===== src/rtl/timer_pkg.sv =====
// Shared timer definitions: data width, default queue depth and the timer word type.
package timer_pkg;

    localparam int TIMER_DATA_W  = 16;
    localparam int TIMER_Q_DEPTH = 8;

    typedef logic [15:0] timer_word_t;

endpackage


===== src/rtl/timer_queue_ram.sv =====
// Register-array storage for timer_queue: one synchronous write port, one asynchronous read port.
module timer_queue_ram
    import timer_pkg::*;
#(
    parameter int DEPTH  = TIMER_Q_DEPTH,
    parameter int DATA_W = TIMER_DATA_W
) (
    input  logic                     clk,
    input  logic                     we,
    input  logic [$clog2(DEPTH)-1:0] waddr,
    input  logic [DATA_W-1:0]        wdata,
    input  logic [$clog2(DEPTH)-1:0] raddr,
    output logic [DATA_W-1:0]        rdata
);

    logic [DATA_W-1:0] mem [DEPTH];

    // Contents are deliberately not reset; occupancy tracking masks stale entries.
    always_ff @(posedge clk) begin
        if (we) begin
            mem[waddr] <= wdata;
        end
    end

    assign rdata = mem[raddr];

endmodule


===== src/rtl/timer_queue.sv =====
// In-order FIFO between the timer stage and its consumer, with first-word-fall-through head.
// Optional drop counter/flag outputs are built when TIMER_QUEUE_DROP_CNT_EN is defined.
module timer_queue
    import timer_pkg::*;
#(
    parameter int DEPTH  = TIMER_Q_DEPTH,
    parameter int DATA_W = TIMER_DATA_W
) (
    input  logic                       clk,
    input  logic                       rst,
    input  logic                       t_valid,
    input  logic [DATA_W-1:0]          t_out,
    output logic                       t_en,
    input  logic                       deq,
    output logic [DATA_W-1:0]          q_out,
    output logic [$clog2(DEPTH+1)-1:0] q_len,
    output logic                       q_empty,
    output logic                       q_full
`ifdef TIMER_QUEUE_DROP_CNT_EN
   ,output logic [15:0]                drop_cnt,
    output logic                       drop_flag
`endif
);

    localparam int AW = $clog2(DEPTH);
    localparam int LW = $clog2(DEPTH+1);

    logic [AW-1:0]     wr_ptr;
    logic [AW-1:0]     rd_ptr;
    logic [DATA_W-1:0] rd_data;
    logic              pop_ok;
    logic              push_ok;
    logic              drop;

    assign q_empty = (q_len == '0);
    assign q_full  = (q_len == LW'(DEPTH));
    assign t_en    = !q_full;

    // A pop in the same cycle frees a slot, so a full queue can still accept.
    assign pop_ok  = deq && !q_empty;
    assign push_ok = t_valid && (!q_full || pop_ok);
    assign drop    = t_valid && q_full && !pop_ok;

    always_ff @(posedge clk) begin
        if (rst) begin
            wr_ptr <= '0;
            rd_ptr <= '0;
            q_len  <= '0;
        end else begin
            if (push_ok) begin
                wr_ptr <= wr_ptr + AW'(1);
            end
            if (pop_ok) begin
                rd_ptr <= rd_ptr + AW'(1);
            end
            case ({push_ok, pop_ok})
                2'b10:   q_len <= q_len + LW'(1);
                2'b01:   q_len <= q_len - LW'(1);
                default: q_len <= q_len;
            endcase
        end
    end

    timer_queue_ram #(
        .DEPTH  (DEPTH),
        .DATA_W (DATA_W)
    ) u_ram (
        .clk   (clk),
        .we    (push_ok),
        .waddr (wr_ptr),
        .wdata (t_out),
        .raddr (rd_ptr),
        .rdata (rd_data)
    );

    assign q_out = q_empty ? '0 : rd_data;

`ifdef TIMER_QUEUE_DROP_CNT_EN
    always_ff @(posedge clk) begin
        if (rst) begin
            drop_cnt  <= '0;
            drop_flag <= 1'b0;
        end else begin
            drop_flag <= drop;
            if (drop && drop_cnt != 16'hFFFF) begin
                drop_cnt <= drop_cnt + 16'd1;
            end
        end
    end
`else
    logic unused_drop;
    assign unused_drop = drop;
`endif

endmodule


===== config.mk =====
export PLATFORM = sky130hd
export DESIGN_NAME = timer_queue
export DESIGN_NICKNAME = d
export VERILOG_FILES = /design/src/rtl/timer_pkg.sv /design/src/rtl/timer_queue_ram.sv /design/src/rtl/timer_queue.sv
export SDC_FILE = /design/constraint.sdc
export NUM_CORES = 1
export LEC_CHECK = 0
export CORE_MARGIN = 2
export CORE_UTILIZATION = 45
export CTS_BUF_LIST = sky130_fd_sc_hd__clkbuf_2 sky130_fd_sc_hd__clkbuf_4 sky130_fd_sc_hd__clkbuf_8
export DETAILED_ROUTE_END_ITERATION = 6
export GPL_ROUTABILITY_DRIVEN = 0
export GPL_TIMING_DRIVEN = 0
export RECOVER_POWER = 25
export SLEW_MARGIN = 20
export SYNTH_ARGS = -nofsm -noshare
export SYNTH_HDL_FRONTEND = slang
export SYNTH_SLANG_ARGS = --single-unit

===== constraint.sdc =====
create_clock -name clk -period 5.4 [get_ports clk]
set_clock_uncertainty 0.1 [all_clocks]
set_input_delay 1.62 -clock clk [delete_from_list [all_inputs] [get_ports clk]]
set_output_delay 1.62 -clock clk [all_outputs]
set_load 0.05 [all_outputs]

# Word level (Yosys, flattened, before mapping)

Memories as Yosys holds them, arrays and structs flattened. A register that Yosys moved wholly into a read port is not among the register bits.
Cells that the tools add are included.

Word-level logic and storage cells: 24
Register bits after elaboration: 10
Memories: 1
RAM bits: 128

Reduce and logical (&&, ||, !) cells: 7
Muxes and demuxes: 6
Eq/ne operators: 3
Add/sub/neg operators: 4

Memory list:

| name      | depth | width | rd ports | clocked after Yosys merged registers in | write ports | line                  | source |
|---|---|---|---|---|---|---|---|
| u_ram.mem | 8     | 16    | 1        | 1                                       | 1           | timer_queue_ram.sv:16 | `logic [DATA_W-1:0] mem [DEPTH];` |

Operators by type and width:

| operator                                            | number |
|---|---|
| two-way mux 16 bit                                  | 1 |
| case mux 4 bit (2 select lines)                     | 1 |
| adder 3 x 1 -> 3 bit, second input constant         | 2 |
| two-way mux 3 bit                                   | 2 |
| adder 4 x 1 -> 4 bit, second input constant         | 1 |
| equality test 4 bit, second input constant          | 1 |
| zero test 4 bit                                     | 1 |
| subtractor 4 x 1 -> 4 bit, second input constant    | 1 |
| equality test 2 x 1 -> 1 bit, second input constant | 1 |
| equality test 2 bit, second input constant          | 1 |
| logical AND 1 bit                                   | 2 |
| zero test 1 bit                                     | 2 |
| two-way mux 1 bit                                   | 2 |
| nonzero test 2 bit                                  | 1 |
| logical OR 1 bit                                    | 1 |

# Logic depth before layout (Yosys ltp)

Depth after elaboration: 7
Depth in mapped cells: 10
Depth with buffers taken out: 9

# Hierarchy

Synthesis repeated with hierarchy kept, for this count alone.

Cell total of the unflattened synthesis: 271
Area, all modules: 5630.4 um2

By module, submodules not included:

| module          | area each (um2) | cells each | instances |
|---|---|---|---|
| timer_queue_ram | 4973.5          | 198        | 1 |
| timer_queue     | 656.9           | 73         | 1 |

# Worst setup path after synthesis

Ideal clock, no wire load.

Kind: in2reg
From: in t_valid
To: mem u_ram.mem[0][0] in the netlist's numbering (enable)
Path buffers: 1
Cell stages on the path: 4
Path slack: 1.408 ns
Required time: 4.891 ns
Arrival: 3.483 ns
Cells stage by stage: clkbuf_1 > o21ai_2 > or2_2 > nor3_1

Longest elaborated chain between the ends: 3

RTL lines:

| element                                 | line                  | source |
|---|---|---|
| start, declared                         | timer_queue.sv:11     | `input logic t_valid,` |
| logical AND 1 bit                       | timer_queue.sv:41     | `assign push_ok = t_valid && (!q_full \|\| pop_ok);` |
| two-way mux 1 bit                       | timer_queue_ram.sv:20 | `if (we) begin` |
| two-way mux 1 bit (implied by the code) | timer_queue_ram.sv:21 | `mem[waddr] <= wdata;` |
| end, declared                           | timer_queue_ram.sv:16 |  |

Every way passes these cells.

# Final worst setup path

From: reg q_len[3]
To: out q_empty

Longest elaborated chain between the ends: 1

RTL lines:

| element                | line              | source |
|---|---|---|
| start, declared        | timer_queue.sv:16 | `output logic [$clog2(DEPTH+1)-1:0] q_len,` |
| start signal, assigned | timer_queue.sv:57 | `2'b10: q_len <= q_len + LW'(1);` |
| start signal, assigned | timer_queue.sv:58 | `2'b01: q_len <= q_len - LW'(1);` |
| start signal, assigned | timer_queue.sv:59 | `default: q_len <= q_len;` |
| zero test 4 bit        | timer_queue.sv:35 | `assign q_empty = (q_len == '0);` |
| end, declared          | timer_queue.sv:17 | `output logic q_empty,` |

Every way passes these cells.

==> run_results.csv <==
group,metric,value,unit
clocking,postcts_resize_cnt,0,
floorplan,die_span_in_y,116,um
detailed_routing,detail_route.wirelength.met1,4780,um
yosys,synth.area.mux_share,16.2,%
clocking,cts_num_sinks,141,
setup_path,crit_path_slowest_cell,"clkdlybuf4s50_1",
yosys,adder_cell_area_share_of_the_yosys_netlist,1.25,%
cells_and_area,final_util,55.8,%
detailed_routing,vias_per_cell,5.18,
yosys,synth_top_family_by_area,"multiplexers",
power,netsw,1.26,mW
clocking,cts-root-buf,"clkbuf_8",
power,ir_worst_vdd,0.000252,V
sta,maxSlewViolCount,0,
setup_path,worstPathArrival,3.16,ns
sta,finalCriticalPeriod,4.88,ns
yosys,yosys_warnings,0,
floorplan,std_cell_rows,40,
clocking,hold_buffers,0,
global_route,globalRouteTotalUtil,17.9,%
detailed_routing,route.top_layer_used,"met4",
yosys,synth_compound_gate_area_share,2.25,%
cells_and_area,drive_gt1_share,24.7,%
clocking,clock_tree.buffer_depth,2,
cells_and_area,antenna_cells,0,
detailed_routing,routed_length_per_placed_instance,19.6,um
sta,unrepaired_setup_endpoints_after_global_routing,"false",
global_route,maximum_number_of_pins_on_one_net_before_global_route_repair,17,
setup_path,cp-end-kind,"output port",
worst_hold_path,min-delay-path-class,"flop to flop",
setup_path,cp_cell_sequence,"buf_2 -> nor4_4 -> clkbuf_1 -> clkdlybuf4s50_1",
clocking,clk-insertion-delay-late,0.44,ns
sta,clock.fmax,205,MHz
clocking,htreeDepth,4,
floorplan,initial_core_util,46.3,%
yosys,synthesis.area,5610,um2
detailed_routing,detailed_route_wl,10600,um
power,power.total,3.48,mW
cells_and_area,most_frequent_cells_in_the_layout,"128 x edfxtp_1, 32 x mux4_2, 31 x clkdlybuf4s50_1",
global_route,grt_remaining_overflow,0,
global_route,antenna_found_initial,0,
detailed_routing,drt_first_pass_iters,4,
global_route,grt_pass1_vias,3012,
run_status,status,"complete, no violations",
job,max-cap-violations,0,
cells_and_area,final_area,6760,um2
yosys,mappedNetlistNets,313,
yosys,yosysSeqAreaShare,73.1,%
power,logic_gate_share_of_total_power,39.4,%
floorplan,die_area,13400,um2
yosys,synth-xor-area-share,0.937,%
setup_path,crit_path_max_fanout,10,
power,internal-power,2.22,mW
detailed_routing,post-route-drc-count,0,
setup_path,cp_startpoint_kind,"flop",
setup_path,rrSetupSlack,2.71,ns
sta,hold_ws,0.397,ns
detailed_routing,dr.first_iter.drc_count,138,
cells_and_area,layout_commonest_cell,"edfxtp_1",
detailed_routing,total_vias_in_the_final_route,2799,
sta,layout_worst_path_cycle_share,90.4,%
detailed_routing,met2_wirelength,5230,um
sta,maxSlewHeadroom,49.9,%
power,power_density,515,nW/um2
sta,max_slew.worst_pin.slew,0.752,ns
yosys,synth.avg_cell_area,19.5,um2
clocking,cts_tree,"done",
setup_path,critical_path_class,"flop to output port",
sta,timing.final.setup_violations,0,
clocking,tritoncts.num_buffers,17,
setup_path,crit_family,"buffers and inverters",
yosys,synth_simple_gate_area_share,4.50,%
clocking,clk_transition_reported_paths,0.07,ns
floorplan,floorplan.core_area,12100,um2
placement,port_buffers,42,
setup_path,timing.critical_path.slowest_cell_delay,0.93,ns
placement,hpwlAfterDp,7000,um
yosys,ys_seq_elements,141,
global_route,wire_length_of_the_first_global_routing_pass,16800,um
clocking,cts_setup_buffers,0,
detailed_routing,postRouteAntennaNets,0,
sta,report.final.hold_viol_count,0,
power,clkPwrFrac,23.8,%
power,switching_share,36.2,%
power,p_seq_share,36.8,%
yosys,netlist_instances,288,
detailed_routing,detailroute.wirelength.met3,425,um
placement,placedInstanceArea,6370,um2
cells_and_area,finish.net_count,384,
setup_path,path_buf_inv,3,
floorplan,num_io_pins,43,
power,power_leakage,2.16,nW
setup_path,crit_required,3.68,ns
floorplan,chipWidth,116,um
yosys,synthDistinctLibCells,35,
sta,setup-tns-final,0,ns
cells_and_area,synthToLayoutAreaGrowth,20.5,%
path summary, 6_finish.rpt:
kind	start	cells past startpoint	to
worst min register to register	wr_ptr[0]	2	wr_ptr[0]
worst min-delay path	wr_ptr[0]	2	wr_ptr[0]
worst max-delay path	q_len[3]	4	q_empty
worst max register to register	q_len[1]	10	q_len[3]
kinds of logic (layout without fill, tap and decap cells):
group | count (synthesis) | after routing
flip-flops | 141 | 141
AO/OA/AOI/OAI | 14 | 14
multiplexers | 51 | 51
buffers and inverters | 19 | 103
XOR/XNOR | 6 | 6
AND/OR/NAND/NOR | 52 | 52
adder cells (fa/ha/maj) | 5 | 5
layer usage:
metal	up-vias	track usage [%]
li1	1292	-
met3	11	5.18
met5	-	0
met1	1436	23.6
met2	60	28.1
met4	0	7.38
cells in the mapped netlist (all sizes together):
cell	number	area share [%]
a211oi	2	0.49
a21oi	3	0.27
a31oi	1	0.11
and2	1	0.11
buf	11	1.1
clkbuf	4	0.27
dfxtp	13	4.6
edfxtp	128	69
fa	1	0.36
ha	4	0.89
inv	4	0.27
mux2i	19	3.4
mux4	32	13
nand2	3	0.20
nand2b	4	0.45
nand3	2	0.18
nand3b	2	0.27
nor2	32	2.1
nor3	3	0.27
nor4	1	0.38
nor4bb	1	0.18
o211ai	2	0.27
o21ai	2	0.31
o21bai	1	0.13
o221ai	1	0.16
o311a	1	0.38
o31ai	1	0.13
or2	2	0.22
or3	1	0.11
xnor2	3	0.47
xor2	3	0.47
tightest hold or removal path, delay by kind of cell, from the launching register on:
family	cells	cell delay, ns
flops	1	0.33
compound gates	1	0.06
simple gates	1	0.06
power by group through the flow:
stage	logic [mW]	registers (mW)	clock network, mW
final	1.37	1.28	0.830
after global routing	1.46	1.29	0.897
after CTS	1.40	1.28	0.845
after detailed placement	1.39	1.31	0
after global placement	1.37	1.30	0
after floorplan	0.937	1.34	0
state kept, by name (all words and copies together), names as in the netlist, named ones only:
signal	flops
u_ram.mem	128
q_len	4
wr_ptr	3
rd_ptr	3
layout make-up:
| cell class | instances | area, um2 |
|---|---|---|
| buffer | 15 | 78.8 |
| clock buffer | 17 | 234 |
| clock inverter | 15 | 154 |
| fill | 997 | 5350 |
| inverter | 4 | 15.0 |
| multi-input combinational | 128 | 1440 |
| sequential | 141 | 4100 |
| tap | 168 | 210 |
| timing repair buffer | 52 | 529 |
metrics by stage:
stage          setup WS (ns)  std cells
6_report               0.521        540
5_1_grt                0.392        540
4_1_cts                0.484        540
3_5_place_dp           0.984        508
3_3_place_gp          -0.400        498
2_1_floorplan           1.41        288
No activity file was read; power rests on OpenSTA's default activity.
